$ cat config.mk
export PLATFORM = sky130hd
export DESIGN_NAME = circuit_sched
export DESIGN_NICKNAME = d
export VERILOG_FILES = /design/src/rtl/circuit_sched.sv
export SDC_FILE = /design/constraint.sdc
export NUM_CORES = 1
export LEC_CHECK = 0
export BUFFER_PORTS_ARGS = -buffer_cell sky130_fd_sc_hd__buf_2
export CORE_MARGIN = 2
export CORE_UTILIZATION = 45
export CTS_BUF_LIST = sky130_fd_sc_hd__clkbuf_4 sky130_fd_sc_hd__clkbuf_8
export DETAILED_ROUTE_END_ITERATION = 10
export PLACE_DENSITY = 0.83
export SLEW_MARGIN = 10
export SYNTH_ARGS = -nofsm -noshare
export SYNTH_HDL_FRONTEND = slang
export SYNTH_SLANG_ARGS = --single-unit
$ cat constraint.sdc
create_clock -name clk -period 6.9 [get_ports clk]
set_input_delay 1.035 -clock clk [delete_from_list [all_inputs] [get_ports clk]]
set_output_delay 1.035 -clock clk [all_outputs]
set_load 0.005 [all_outputs]
$ cat src/rtl/circuit_sched.sv
// circuit_sched: round-robin front end that shares one pulsed-enable
// datapath among NREQ requesters. It keeps one transaction in flight:
// it grants a requester, pulses the datapath, waits LATENCY cycles, then
// returns the result on a single valid/ready response channel.
//
// state | meaning
// IDLE  | no transaction; grant the next valid requester in round-robin order
// ISSUE | circ_en high for this single cycle with circ_x holding the operand
// WAIT  | counting down the datapath latency; capture circ_y when count is 1
// RESP  | rsp_valid high with id/data held until rsp_ready
module circuit_sched #(
  parameter int DATA_W  = 32,
  parameter int NREQ    = 4,
  parameter int LATENCY = 1,
  parameter int ID_W    = $clog2(NREQ)
) (
  input  logic                   clk,
  input  logic                   rst,
  input  logic [NREQ-1:0]        req_valid,
  input  logic [NREQ*DATA_W-1:0] req_data,
  output logic [NREQ-1:0]        req_ready,
  output logic                   circ_en,
  output logic [DATA_W-1:0]      circ_x,
  input  logic [DATA_W-1:0]      circ_y,
  output logic                   rsp_valid,
  output logic [ID_W-1:0]        rsp_id,
  output logic [DATA_W-1:0]      rsp_data,
  input  logic                   rsp_ready,
  output logic                   busy
);

  localparam int CNT_W = $clog2(LATENCY + 1);

  typedef enum logic [1:0] {
    IDLE  = 2'd0,
    ISSUE = 2'd1,
    WAIT  = 2'd2,
    RESP  = 2'd3
  } state_t;

  state_t            state_q, state_d;
  logic [ID_W-1:0]   last_grant_q, last_grant_d;
  logic [ID_W-1:0]   rsp_id_q, rsp_id_d;
  logic [DATA_W-1:0] circ_x_q, circ_x_d;
  logic [DATA_W-1:0] rsp_data_q, rsp_data_d;
  logic [CNT_W-1:0]  cnt_q, cnt_d;
  logic              circ_en_q, circ_en_d;
  logic              rsp_valid_q, rsp_valid_d;
  logic              busy_q, busy_d;

  logic              grant_vld;
  logic [ID_W-1:0]   grant_idx;
  logic [ID_W-1:0]   srch_idx;
  logic [DATA_W-1:0] grant_data;

  // Round-robin search: first valid requester after last_grant, with wrap.
  always_comb begin
    grant_vld = 1'b0;
    grant_idx = '0;
    srch_idx  = '0;
    for (int i = 1; i <= NREQ; i++) begin
      srch_idx = ID_W'((int'(last_grant_q) + i) % NREQ);
      if (!grant_vld && req_valid[srch_idx]) begin
        grant_vld = 1'b1;
        grant_idx = srch_idx;
      end
    end
  end

  // Operand of the granted requester.
  always_comb begin
    grant_data = '0;
    for (int i = 0; i < NREQ; i++) begin
      if (ID_W'(i) == grant_idx) grant_data = req_data[i*DATA_W +: DATA_W];
    end
  end

  // Accept strobe is the only combinational output; forced low while in reset.
  always_comb begin
    req_ready = '0;
    if (!rst && state_q == IDLE && grant_vld) req_ready[grant_idx] = 1'b1;
  end

  // Next-state and registered-output computation.
  always_comb begin
    state_d      = state_q;
    last_grant_d = last_grant_q;
    rsp_id_d     = rsp_id_q;
    circ_x_d     = circ_x_q;
    rsp_data_d   = rsp_data_q;
    cnt_d        = cnt_q;
    circ_en_d    = 1'b0;
    case (state_q)
      IDLE: begin
        if (grant_vld) begin
          circ_x_d     = grant_data;
          rsp_id_d     = grant_idx;
          last_grant_d = grant_idx;
          circ_en_d    = 1'b1;
          state_d      = ISSUE;
        end
      end
      ISSUE: begin
        cnt_d   = CNT_W'(LATENCY);
        state_d = WAIT;
      end
      WAIT: begin
        if (cnt_q == CNT_W'(1)) begin
          rsp_data_d = circ_y;
          cnt_d      = '0;
          state_d    = RESP;
        end else begin
          cnt_d = cnt_q - CNT_W'(1);
        end
      end
      RESP: begin
        if (rsp_ready) state_d = IDLE;
      end
      default: state_d = IDLE;
    endcase
    rsp_valid_d = (state_d == RESP);
    busy_d      = (state_d != IDLE);
  end

  // State and output registers; reset abandons any transaction in flight.
  always_ff @(posedge clk or posedge rst) begin
    if (rst) begin
      state_q      <= IDLE;
      last_grant_q <= ID_W'(NREQ - 1);
      rsp_id_q     <= '0;
      circ_x_q     <= '0;
      rsp_data_q   <= '0;
      cnt_q        <= '0;
      circ_en_q    <= 1'b0;
      rsp_valid_q  <= 1'b0;
      busy_q       <= 1'b0;
    end else begin
      state_q      <= state_d;
      last_grant_q <= last_grant_d;
      rsp_id_q     <= rsp_id_d;
      circ_x_q     <= circ_x_d;
      rsp_data_q   <= rsp_data_d;
      cnt_q        <= cnt_d;
      circ_en_q    <= circ_en_d;
      rsp_valid_q  <= rsp_valid_d;
      busy_q       <= busy_d;
    end
  end

  assign circ_en   = circ_en_q;
  assign circ_x    = circ_x_q;
  assign rsp_valid = rsp_valid_q;
  assign rsp_id    = rsp_id_q;
  assign rsp_data  = rsp_data_q;
  assign busy      = busy_q;

endmodule

==> metrics, run 1 <==
Setup WS post-layout 2.65 ns; post-route cell area 5440 sq um; Clock Latency Late Sink 0.34 ns; full die area 9480 sq um; Hold Path Class reg2reg; Total Nets Final 780; Post-Place Cells 705; TritonCTS clock tree built; synthesized area 3920 sq um; Max clock buf depth 2; design internal power ~1.4 mW; core area 8590 sq um; Worst-path clk slew 0.08 ns; Mapped Cells between 300 and 400; IO buf count around 240; number of synthesized register bits 74; via/cell ratio 5.24; hold buffers post-CTS 0; CP Class in2out; wire length per cell 15.3 um; GRT Total Usage 0.232; placed cell area 5200 sq um; Seq/Total Area, Yosys 0.473; syn_nets about 550; Die Span X slightly below 100 um; largest net degree at the start of global routing 75; status finished, final reports clean; Distinct cells, synth 35; Max-Cap Viols 0; Max Clock Freq about 0.24 GHz; Seq pwr share 0.335; initial core utilization 0.456; worst endpoint required time between 5 and 6 ns; startpoint types primary input; Pwr Total 2.32 mW; Static Leak around 2.8 nW; Final period util 0.617; combinational power share 0.488; Worst-Margin Slew 1.12 ns; Max transition margin 0.252; crit end category primary output; Pre-Repair DR Iteration Count 4; clock root buffer master clkbuf_8; Syn-to-layout area delta 38.8%; Post-CTS Setup Inserts 0; Synth Flop Type dfrtp_1; num ports 240; RSZ-0062 raised after global routing false; switching pwr 0.876 mW; Post-Route WL 11000 um; via count 3780; final hold vios 0; post-route ant nets 0; worst slack at placement 2.65 ns; CP Max Fanout 43; Cell Pwr Density 426 nW/um^2; Net Sw Frac 0.378; die span in y 97.4 um; final setup violation count 0; H-tree Lvls 3; share of cells above drive strength 1 0.489; routability-driven placement congestion ratio approximately 0.8; crit-path cells buf_2, or2_1, o31ai_4, buf_4, nor4_1, buf_2; mean post-synth cell area 10.3 sq um; CP Buf/Inv Count 3; CP top delay family compound AO/OA/AOI/OAI gates; Post-synth ARST share 1.00; TNS Setup 0 ns; CP peak stage delay 0.91 ns; most used cell along the critical path buf_2; Pins Over Slew Limit 0; initial detailed-routing violation count 167; row count 34; Residual DRC 0; first-pass GRT wire length about 18000 um; vias in the first global route 3669; Num CTS Buffers 9; fin crit period 4.25 ns; CTS resizes 0; Max VDD drop 0.181 mV; Post-DP HPWL 8340 um; worst clock skew about 0.0075 ns; clk sinks 74; CP max stage cell o31ai_4; Warnings, synthesis 0; total grt overflow 0; Worst Path Arrival 3.22 ns; initial antenna violation count 0; antenna cells 0; post-route insts no fill 721; Clk pwr share 0.177; EDFF count, synth 0
==> cells in the mapped netlist (2+ instances only) <==
master / instances / share of area
buf_2: 5 / 0.0064
and4_1: 2 / 0.0045
nand3_1: 2 / 0.0026
nand2_1: 101 / 0.097
o21ai_0: 3 / 0.0038
nand2b_1: 3 / 0.0048
dfrtp_1: 72 / 0.46
clkbuf_1: 20 / 0.019
a221o_1: 32 / 0.082
a21oi_1: 3 / 0.0038
nor2_1: 8 / 0.0077
mux2_2: 33 / 0.095
ha_1: 5 / 0.016
inv_1: 8 / 0.0077
o211ai_1: 31 / 0.059
mux2i_1: 32 / 0.082
dfstp_2: 2 / 0.013
nor4_1: 2 / 0.0032
==> flip-flops by register name, indices dropped and copies added, names as in the netlist <==
register and cells:
busy 1, circ_en 1, circ_x 32, cnt_q 1, last_grant_q 2, rsp_data 32, rsp_id 2, rsp_valid 1
state_q 2
==> final timing paths <==
kind	startpoint	to	slack (ns)	cells past startpoint
setup / recovery	req_valid[0]	req_ready[3]	2.65	6
hold / removal	rsp_id[1]	rsp_id[1]	0.49	2
setup reg to reg	last_grant_q[0]	circ_x[6]	3.69	5
hold reg to reg	rsp_id[1]	rsp_id[1]	0.49	2
max in group asynchronous	rst	circ_x[26]	5.30	3
min in group asynchronous	rst	circ_en	1.00	3
==> per-layer routing <==
metal,routed length (um),GRT usage
met1,4350,0.290
met5,0,0
met2,5720,0.411
met3,892,0.0403
met4,62,0.0694
==> logic make-up (layout without fill, tap and decap cells) <==
group / count (synthesis) / in the layout / synth area share
fa+ha+maj: 5 / 5 / 0.0160
buf+inv: 37 / 269 / 0.0399
mux: 66 / 66 / 0.179
compound gates: 76 / 76 / 0.165
simple gates: 123 / 123 / 0.127
flops: 74 / 74 / 0.473
==> layout by cell type (no fill, tap or decap), drive strengths merged <==
master    n
nor3b     1
o211ai   31
a22oi     1
ha        5
nor4      2
dfrtp    72
nor2      8
and2      1
clkbuf   10
a31oi     1
o22ai     1
mux2i    32
nand3     2
a311oi    1
and4      2
a221o    32
nand2b    3
nor3      1
a311o     1
o31ai     1
clkinv    1
or2       1
buf     244
mux2     34
dfstp     2
a21oi     3
nor2b     1
nand2   101
bufinv    3
o21ai     4
inv      11
==> tightest hold or removal path, delay by kind of cell (launching register included) <==
| family | cells | cell delay (ns) |
|---|---|---|
| compound gates | 1 | 0.06 |
| flops | 1 | 0.35 |
| simple gates | 1 | 0.05 |
==> power groups by stage <==
stage	sequential, mW	combinational (mW)	clock (mW)
final	0.776	1.13	0.410
after detailed placement	0.781	1.15	0
after global routing	0.803	1.25	0.441
after floorplan	0.792	0.714	0
after global placement	0.772	1.11	0
after CTS	0.776	1.15	0.423
==> metrics by stage <==
| stage | hold WS (ns) | utilization |
|---|---|---|
| floorplan | 0.465 | - |
| CTS | 0.496 | 0.633 |
| global route | 0.512 | 0.633 |
| global placement | 0.463 | 0.605 |
| finish | 0.492 | 0.633 |
| detailed placement | 0.476 | 0.605 |
==> area by class of cell <==
type                    count  area (sq um)
clock buffers              10           131
clock inverters             6           113
fillers                   723          3150
inverters                   9          33.8
multi-input cells         270          1940
flip-flops and latches     74          1850
well taps                 108           135
repair buffers            244          1230
Note: power is estimated with default switching activity, not from simulation.
==> run 2: changes to the inputs <==
CORE_UTILIZATION = 40   (was 45)
PLACE_DENSITY = 0.78   (was 0.83)
clock period = 3.85 ns   (was 6.9 ns; I/O delays follow)
==> metrics, run 2 (same netlist as run 1, synthesis figures left out) <==
status finished, final reports clean; startpoint types register; Max-Cap Viols 0 (unchanged); initial antenna violation count 0 (unchanged); commonest non-fill, non-tap cell in the layout buf_2; post-route ant nets 0 (unchanged); CP Class reg2out; CTS resizes 0 (unchanged); Post-Place Cells 733 (+4.0%); final hold vios 0 (unchanged); RSZ-0062 raised after global routing false; Worst-Margin Slew 0.715 ns (-0.408 ns); Worst Path Arrival 2.20 ns (-1.02 ns); Static Leak 2.79 nW (-0.32%); CP max stage cell dfstp_2; Max clock buf depth 2 (unchanged); TritonCTS clock tree built; die span in y 103 um (+5.8%); Residual DRC 0 (unchanged); Post-CTS Setup Inserts 0 (unchanged); total grt overflow 0 (unchanged); Multi-input gate area 1940 sq um (unchanged); full die area 10600 sq um (+12%); crit end category primary output; largest net degree at the start of global routing 71 (-5.3%); Pins Over Slew Limit 0 (unchanged); Num CTS Buffers 9 (unchanged); via count 3904 (+3.3%); GRT Total Usage 0.219 (-0.0128); Reg area 1850 sq um (unchanged); row count 36 (+5.9%); commonest cells after routing, fill and taps aside buf_2, nand2_1, dfrtp_1, mux2_2; routability-driven placement congestion ratio 0.797 (-1.2%); first-pass GRT wire length 18000 um (+0.27%); share of cells above drive strength 1 0.492 (+0.00249); crit-path cells inv_1, a221o_1, a21oi_4, buf_4, and4_1, buf_2; antenna cells 0 (unchanged); Syn-to-layout area delta 39.3%; worst endpoint required time 3.27 ns (-2.59 ns); Total Nets Final 783 (+0.38%); via/cell ratio 5.21 (-0.58%); Max transition margin 0.524 (+0.272); Max Clock Freq between 0.3 and 0.4 GHz; Final period util 0.721; initial core utilization 0.407 (-0.0495); Post-Route WL 12000 um (+9.2%); Fillers 902 (+25%); Cell Pwr Density 754 nW/um^2 (+77%); Pre-Repair DR Iteration Count 4 (unchanged); fin crit period 2.78 ns; Hold Path Class in2async; wire length per cell 16.1 um (+5.1%); IO buf count 239 (unchanged); clock root buffer master clkbuf_8; core area 9640 sq um (+12%); vias in the first global route 3847 (+4.9%); post-route insts no fill 749 (+3.9%); H-tree Lvls 3 (unchanged); Clock Latency Late Sink 0.34 ns (about the same); Post-DP HPWL 9090 um (+9.0%); Die Span X 103 um (+5.8%); Worst-path clk slew 0.08 ns (about the same); clk sinks 74 (unchanged); hold buffers post-CTS 0 (unchanged); Max VDD drop 0.288 mV (+59%); initial detailed-routing violation count 96 (-43%); num ports 240 (unchanged); TNS Setup 0 ns (unchanged); CP Max Fanout 38 (-12%); CP peak stage delay 0.54 ns (-0.37 ns); worst clock skew 0.00482 ns (-0.00272 ns); final setup violation count 0 (unchanged)
## run 2: area by class of cell
class                           instances  area share
Clock buffer                           12      0.0291
Clock inverter                          4     0.00916
Inverter                                9     0.00641
Multi-Input combinational cell        270       0.355
Sequential cell                        74       0.339
Tap cell                              133      0.0305
Timing Repair Buffer                  247       0.230
## run 2: metrics by stage
stage	setup slack [ns]	hold slack [ns]	total power [mW]	utilization	instance area [sq um]
floorplan	0.717	0.465	2.70	-	3920
global placement	1.18	0.461	3.42	0.545	5250
detailed placement	1.05	0.478	3.52	0.545	5250
CTS	1.05	0.207	4.16	0.567	5460
global route	0.947	0.230	4.45	0.567	5460
finish	1.07	0.211	4.12	0.567	5460
## run 2: power by group
group	internal, mW	switching (mW)	total, mW
combinational	0.968	1.13	2.10
sequential	1.19	0.205	1.39
clock	0.341	0.288	0.629
## run 2: worst max-delay path: cells and delay by family, from the launching register on
kind | cells | cell delay [ns]
DFF | 1 | 0.54
AOI/OAI and AO/OA | 2 | 0.50
and+or+nand+nor | 1 | 0.24
buffers and inverters | 3 | 0.57
## run 2: worst paths after layout
check	from	end	slack (ns)	cells past startpoint
setup / recovery	last_grant_q[0]	req_ready[2]	1.07	6
hold / removal	rst	circ_en	0.21	2
setup reg to reg	last_grant_q[1]	circ_x[4]	1.34	6
hold reg to reg	rsp_id[1]	rsp_id[1]	0.49	2
max in group asynchronous	rst	rsp_data[20]	2.63	3
min in group clk	circ_y[25]	rsp_data[25]	0.46	2
## run 2: per-layer routing
layer,GRT usage,vias up,share of wire
met5,0,-,0
met4,0.0972,0,0.020
met3,0.0481,22,0.079
met2,0.409,168,0.52
met1,0.235,1875,0.38
li1,-,1839,-
